## config.mk

```make
export PLATFORM = sky130hd
export DESIGN_NAME = noc_serial_transmitter_flat
export DESIGN_NICKNAME = d
export VERILOG_FILES = /design/src/rtl/noc_serial_transmitter_if.sv /design/src/rtl/noc_serial_transmitter.sv /design/src/flat_wrapper.sv
export SDC_FILE = /design/constraint.sdc
export NUM_CORES = 1
export LEC_CHECK = 0
export BUFFER_PORTS_ARGS = -buffer_cell sky130_fd_sc_hd__buf_2
export CAP_MARGIN = 20
export CORE_MARGIN = 4
export CORE_UTILIZATION = 25
export DETAILED_ROUTE_END_ITERATION = 16
export PLACE_DENSITY = 0.48
export SKIP_LAST_GASP = 1
export SYNTH_ARGS = -nofsm -noshare
export SYNTH_HDL_FRONTEND = slang
export SYNTH_SLANG_ARGS = --single-unit
```

## constraint.sdc

```tcl
create_clock -name clk -period 3.9 [get_ports clk]
set_input_delay 0.195 -clock clk [delete_from_list [all_inputs] [get_ports clk]]
set_output_delay 0.195 -clock clk [all_outputs]
set_load 0.05 [all_outputs]
```

## src/rtl/noc_serial_transmitter_if.sv

```systemverilog
// NoC flit types and the router local-port interface
// used by the serial transmitter and its bench.
package noc_pkg;
    localparam int FLIT_DATA_WIDTH = 16;
    localparam int HDR_FREE_WIDTH = 8;

    typedef enum logic [1:0] {
        FLIT_NONE   = 2'd0,
        FLIT_HEADER = 2'd1,
        FLIT_DATA   = 2'd2,
        FLIT_TAIL   = 2'd3
    } flit_type_t;

    typedef struct packed {
        logic [3:0]                dst_x;
        logic [3:0]                dst_y;
        logic [HDR_FREE_WIDTH-1:0] free;
    } flit_hdr_t;

    typedef union packed {
        flit_hdr_t                  hdr;
        logic [FLIT_DATA_WIDTH-1:0] data;
    } flit_payload_t;

    typedef struct packed {
        flit_type_t    flit_type;
        flit_payload_t payload;
    } flit_t;
endpackage

interface node_port;
    import noc_pkg::*;
    flit_t flit;
    logic  enable;
    logic  ack;
    logic  rej;

    modport up (
        output flit, enable,
        input  ack, rej
    );
    modport down (
        input  flit, enable,
        output ack, rej
    );
endinterface

```

## src/rtl/noc_serial_transmitter.sv

```systemverilog
// Splits a wide packet into one HEADER flit plus
// LSB-first payload flits, the last typed TAIL.
module noc_serial_transmitter
    import noc_pkg::*;
#(
    parameter int PACKET_BITS  = 16,
    parameter int PADDING_BITS = 0
) (
    input  logic                 clk,
    input  logic                 rst,
    input  logic                 send,
    input  flit_hdr_t            hdr,
    input  logic [(PADDING_BITS > 0 ? PADDING_BITS : 1)-1:0] padding,
    input  logic [PACKET_BITS-1:0] packet,
    input  logic                 abort,
    output logic                 ready,
    output logic                 done,
    node_port.up                 up
);
    localparam int FW      = FLIT_DATA_WIDTH;
    localparam int N_RAW   = (PACKET_BITS + FW - 1) / FW;
    localparam int N_FLITS = (N_RAW < 1) ? 1 : N_RAW;
    localparam int CNT_W   = (N_FLITS > 1) ? $clog2(N_FLITS) : 1;
    localparam int DATA_W  = N_FLITS * FW;
    localparam int PAD_W   = (PADDING_BITS > 0) ? PADDING_BITS : 1;
    localparam logic [CNT_W-1:0] LAST = CNT_W'(N_FLITS - 1);

    typedef enum logic [1:0] {
        S_IDLE = 2'd0,
        S_HDR  = 2'd1,
        S_DATA = 2'd2
    } state_t;

    state_t            state_q, state_d;
    logic [CNT_W-1:0]  cnt_q, cnt_d;
    logic [DATA_W-1:0] pkt_q, pkt_d;
    logic [PAD_W-1:0]  pad_q, pad_d;
    flit_hdr_t         hdr_q, hdr_d;
    logic              done_q, done_d;

    flit_t             flit_o;
    logic              enable_o;
    flit_hdr_t         hdr_o;
    logic [FW-1:0]     slice;
    logic              accept;

    // Outputs depend on registered state only; ack/rej reach flops alone.
    always_comb begin
        slice = '0;
        for (int i = 0; i < N_FLITS; i++) begin
            if (cnt_q == CNT_W'(i)) begin
                slice = pkt_q[i*FW +: FW];
            end
        end
        hdr_o = hdr_q;
        hdr_o.free = '0;
        if (PADDING_BITS > 0) begin
            hdr_o.free = HDR_FREE_WIDTH'(pad_q);
        end
        flit_o   = '0;
        enable_o = 1'b0;
        unique case (state_q)
            S_HDR: begin
                enable_o            = 1'b1;
                flit_o.flit_type    = FLIT_HEADER;
                flit_o.payload.hdr  = hdr_o;
            end
            S_DATA: begin
                enable_o            = 1'b1;
                flit_o.flit_type    = (cnt_q == LAST) ? FLIT_TAIL
                                                      : FLIT_DATA;
                flit_o.payload.data = slice;
            end
            default: ;
        endcase
    end

    assign up.flit   = flit_o;
    assign up.enable = enable_o;
    assign ready     = (state_q == S_IDLE);
    assign done      = done_q;
    assign accept    = enable_o && up.ack && !up.rej;

    always_comb begin
        state_d = state_q;
        cnt_d   = cnt_q;
        pkt_d   = pkt_q;
        pad_d   = pad_q;
        hdr_d   = hdr_q;
        done_d  = 1'b0;
        unique case (state_q)
            S_IDLE: begin
                if (send && !abort) begin
                    state_d = S_HDR;
                    cnt_d   = '0;
                    pkt_d   = DATA_W'(packet);
                    pad_d   = padding;
                    hdr_d   = hdr;
                end
            end
            S_HDR: begin
                if (accept) begin
                    state_d = S_DATA;
                    cnt_d   = '0;
                end
            end
            S_DATA: begin
                if (accept) begin
                    if (cnt_q == LAST) begin
                        state_d = S_IDLE;
                        done_d  = 1'b1;
                    end else begin
                        cnt_d = cnt_q + 1'b1;
                    end
                end
            end
            default: state_d = S_IDLE;
        endcase
        // Abort overrides any accept seen in the same cycle.
        if (abort) begin
            state_d = S_IDLE;
            cnt_d   = '0;
            done_d  = 1'b0;
        end
    end

    always_ff @(posedge clk) begin
        if (rst) begin
            state_q <= S_IDLE;
            cnt_q   <= '0;
            pkt_q   <= '0;
            pad_q   <= '0;
            hdr_q   <= '0;
            done_q  <= 1'b0;
        end else begin
            state_q <= state_d;
            cnt_q   <= cnt_d;
            pkt_q   <= pkt_d;
            pad_q   <= pad_d;
            hdr_q   <= hdr_d;
            done_q  <= done_d;
        end
    end
endmodule

```

## src/flat_wrapper.sv

```systemverilog
// flat-port wrapper written by rule: the top's interface ports become plain ports
module noc_serial_transmitter_flat import noc_pkg::*;
#(
    parameter int PACKET_BITS  = 16,
    parameter int PADDING_BITS = 0
)
  (clk, rst, send, hdr, padding, packet, abort, ready, done, up_flit, up_enable, up_ack, up_rej);
  node_port up_i ();
  input  logic clk;
  input  logic rst;
  input  logic send;
  input  flit_hdr_t hdr;
  input  logic [(PADDING_BITS > 0 ? PADDING_BITS : 1)-1:0] padding;
  input  logic [PACKET_BITS-1:0] packet;
  input  logic abort;
  output logic ready;
  output logic done;
  output wire logic [$bits(up_i.flit)-1:0] up_flit;
  output wire logic [$bits(up_i.enable)-1:0] up_enable;
  input wire logic [$bits(up_i.ack)-1:0] up_ack;
  input wire logic [$bits(up_i.rej)-1:0] up_rej;
  assign up_flit = up_i.flit;
  assign up_enable = up_i.enable;
  assign up_i.ack = up_ack;
  assign up_i.rej = up_rej;
  noc_serial_transmitter #(.PACKET_BITS(PACKET_BITS), .PADDING_BITS(PADDING_BITS)) u_core (.clk(clk), .rst(rst), .send(send), .hdr(hdr), .padding(padding), .packet(packet), .abort(abort), .ready(ready), .done(done), .up(up_i));
endmodule
```

==> key figures <==
STA
  • Peak clock frequency supported by timing: 481 MHz
  • Max-slew headroom at the worst pin: 39.5%
  • Setup tns final: 0 ps
  • Largest clock skew in the final design: 2.52 ps
  • Final Hold Viols: 0
  • Worst-case hold slack: about 150 ps
  • Slew Limit Fails: 0
  • Post-layout min period: about 2100 ps
  • Tightest Pin Transition: 907 ps
  • Count of final setup violators: 0
  • RSZ-0062 raised after global routing: no
  • Final period util: 53.3%

Clock tree
  • Clock-pin slew on the worst setup and hold paths: 90 ps
  • Root Buffer Master: sky130_fd_sc_hd__clkbuf_8
  • Hold Buf Count CTS: 0
  • Post-CTS setup buffer count: 0
  • Number of gates given a new drive strength after cts: 0
  • TritonCTS clock tree: done
  • Max clock buf depth: 2
  • Number of clock sinks seen by CTS: 27
  • Max H-tree Level: 1
  • Source-to-sink clock delay at the later pin of the worst-skew pair: between 200 and 300 ps
  • Number of CTS-inserted buffers: 3

Yosys
  • Share of flip-flops with an asynchronous set or reset after synthesis: 0%
  • Synthesized cell area: 0.00121 mm²
  • Synth Register Bits: 27
  • Count of flip-flops with a built-in enable after synthesis: 0
  • Synth top area share: 44.5%
  • Cell count after synthesis: roughly 160
  • Number of warnings issued by yosys: 0
  • Syn nets: 199
  • Post-synth top flop: sky130_fd_sc_hd__dfxtp_1
  • Distinct cell type count of the synthesized netlist: 20
  • Cell with the most instances after synthesis: sky130_fd_sc_hd__nand2_1
  • Dominant cell type by area after synthesis: sky130_fd_sc_hd__dfxtp_1
  • Syn Area/Cell: between 7 and 8 µm²
  • Leading post-synthesis cells by instance count: sky130_fd_sc_hd__nand2_1 (52), sky130_fd_sc_hd__dfxtp_1 (27), sky130_fd_sc_hd__a21oi_1 (24)
  • Sequential element share of the synthesized area: 44.5%
  • Ranking of synthesized cells by area: sky130_fd_sc_hd__dfxtp_1 (44%), sky130_fd_sc_hd__nand2_1 (16%), sky130_fd_sc_hd__a21oi_1 (9.9%)

Routing
  • Wire length per cell: 12.0 µm
  • Post-DRT Antenna Nets: 0
  • Uppermost signal routing layer after detailed routing: met4
  • Met3 wire length: 221 µm
  • Detailed-route via count: 1128
  • Number of violations reported at the end of detailed-routing iteration 0: 32
  • Ratio of routed vias to standard cells: 4.24
  • Sum of routed wire segments on met1: approximately 1500 µm
  • Wire length on met2: 1460 µm
  • DRC Markers: 0
  • First-pass DRT Iterations: 4
  • Total length of routed wires: 3200 µm

Floorplanning
  • Die Height: 77.7 µm
  • I/O pin count: 60
  • Core area: 0.00472 mm²
  • Initial Utilization: 25.7%
  • Std-Cell Rows: 25
  • Area of the die: approximately 0.0060 mm²
  • X dimension of the die: 77.7 µm

Hold path
  • Hold/Removal Path Class: in -> reg

Worst setup path
  • Largest fanout on the critical path: 18
  • Arrival @ worst endpoint: 1890 ps
  • Family with the most delay on the worst path: adder cells
  • Series of cell instances along the critical path: inv_1 > ha_1 > a22oi_1 > nor2b_1 > buf_2
  • Type of element launching the critical path: flip-flop
  • Worst setup path category: reg -> out
  • Cell with the largest stage delay on the worst path: sky130_fd_sc_hd__ha_1
  • Largest stage delay on the critical path: 600 ps
  • CP Buf/Inv Count: 2
  • Sort of element at the end of the critical path: output port
  • Required time at the endpoint of the critical path: 3700 ps

Finish
  • Total Nets Final: 243
  • Footprint of the flip-flops and latches: 541 µm²
  • Antenna diode count: 0
  • Fraction of final layout cells sized beyond drive strength 1: 27.1%
  • FILL cells: 526
  • Post-Layout Cell Count: approximately 270
  • Final Instance Area: 0.00155 mm²
  • Signed area change from the synthesized netlist to the final layout: 27.2%
  • Multi-input combinational cell area: roughly 600 µm²

Status
  • Run status: completed

Place
  • Count of buffers inserted at the top-level ports: 50
  • Cells after DPL: 261
  • GPL Wtd Cong: 0.693
  • Post-place instance area: roughly 0.0015 mm²
  • Hpwl dp: roughly 2100 µm

Power
  • Maximum ir drop on the vdd rail: 0.000166 V
  • Power per unit of standard cell area: 330 mW/mm²
  • Static Leak: 0.648 nW

Run
  • Max Cap Viol: 0

Global routing
  • Number of global-route vias before repair: 1127
  • Global-route usage over all layers: between 10% and 20%
  • Maximum number of pins on one net before global-route repair: 27
  • Global-route wire length before repair: 5420 µm
  • Initial antenna violation count: 0
  • Leftover overflow at the end of global routing: 0
report_power, final:
part	switching, mW	internal, mW	leakage (nW)
Combinational	0.0371	0.0252	0.405
Clock	0.0814	0.0730	0.0228
Sequential	0.00549	0.288	0.220
Total	0.124	0.386	0.648
per-stage QoR:
stage	utilization [%]	setup slack [ps]	power (mW)
2_1_floorplan	-	1850	0.339
3_3_place_gp	31.4	1780	0.361
3_5_place_dp	31.4	1790	0.362
4_1_cts	32.4	1750	0.524
5_1_grt	32.7	1610	0.544
6_report	32.7	1820	0.510
cell families after synthesis:
group	Yosys count	synth area share [%]
and+or+nand+nor	75	27.9
AOI/OAI and AO/OA	35	16.8
adders and majority gates	4	4.12
muxes	1	0.824
DFF	27	44.5
buffers and inverters	14	5.87
registers in the layout, indices dropped and copies added, names as in the netlist:
name and flops:
u_core.pkt_q 16, u_core.done 1, u_core.hdr_o 8, u_core.state_q 2
worst min-delay path, cell delays in order:
cell and delay [ps]:
sky130_fd_sc_hd__buf_2 90, sky130_fd_sc_hd__nand2_1 40, sky130_fd_sc_hd__a21oi_1 50
cells in the final DEF (no fill, tap or decap):
cell	n
sky130_fd_sc_hd__nand2_1	52
sky130_fd_sc_hd__buf_2	50
sky130_fd_sc_hd__dfxtp_1	27
sky130_fd_sc_hd__a21oi_1	24
sky130_fd_sc_hd__a22oi_1	9
sky130_fd_sc_hd__and2_1	8
sky130_fd_sc_hd__nor2b_1	8
sky130_fd_sc_hd__ha_1	4
sky130_fd_sc_hd__clkbuf_8	3
sky130_fd_sc_hd__inv_1	2
sky130_fd_sc_hd__nand3b_1	2
sky130_fd_sc_hd__nor2_1	2
sky130_fd_sc_hd__and3b_1	1
sky130_fd_sc_hd__nand2b_1	1
sky130_fd_sc_hd__or2_1	1
sky130_fd_sc_hd__a2111o_1	1
sky130_fd_sc_hd__o21ai_1	1
sky130_fd_sc_hd__mux2i_1	1
sky130_fd_sc_hd__clkbuf_1	1
sky130_fd_sc_hd__buf_8	1
final timing paths:
path,startpoint,end,cells after the start,slack (ps)
worst max-delay path,u_core.state_q[0],up_flit[11],5,1820
worst min-delay path,packet[2],u_core.pkt_q[2],3,150
worst max register to register,u_core.state_q[0],u_core.hdr_o[14],5,2100
worst min register to register,u_core.pkt_q[7],u_core.pkt_q[7],2,450
final cells by class:
cell class	instances	share of cell area (%)
tap	67	5.43
inverter	2	0.486
timing repair buffer	51	17.2
multi-input combinational	115	39.0
clock buffer	4	2.91
sequential	27	35.0
per-layer routing:
layer / up-vias / global-route usage [%]
li1: 595 / -
met1: 498 / 13.7
met2: 33 / 19.1
met3: 2 / 3.94
met4: 0 / 2.14
met5: - / 0
(Power assumes the default switching activity.)
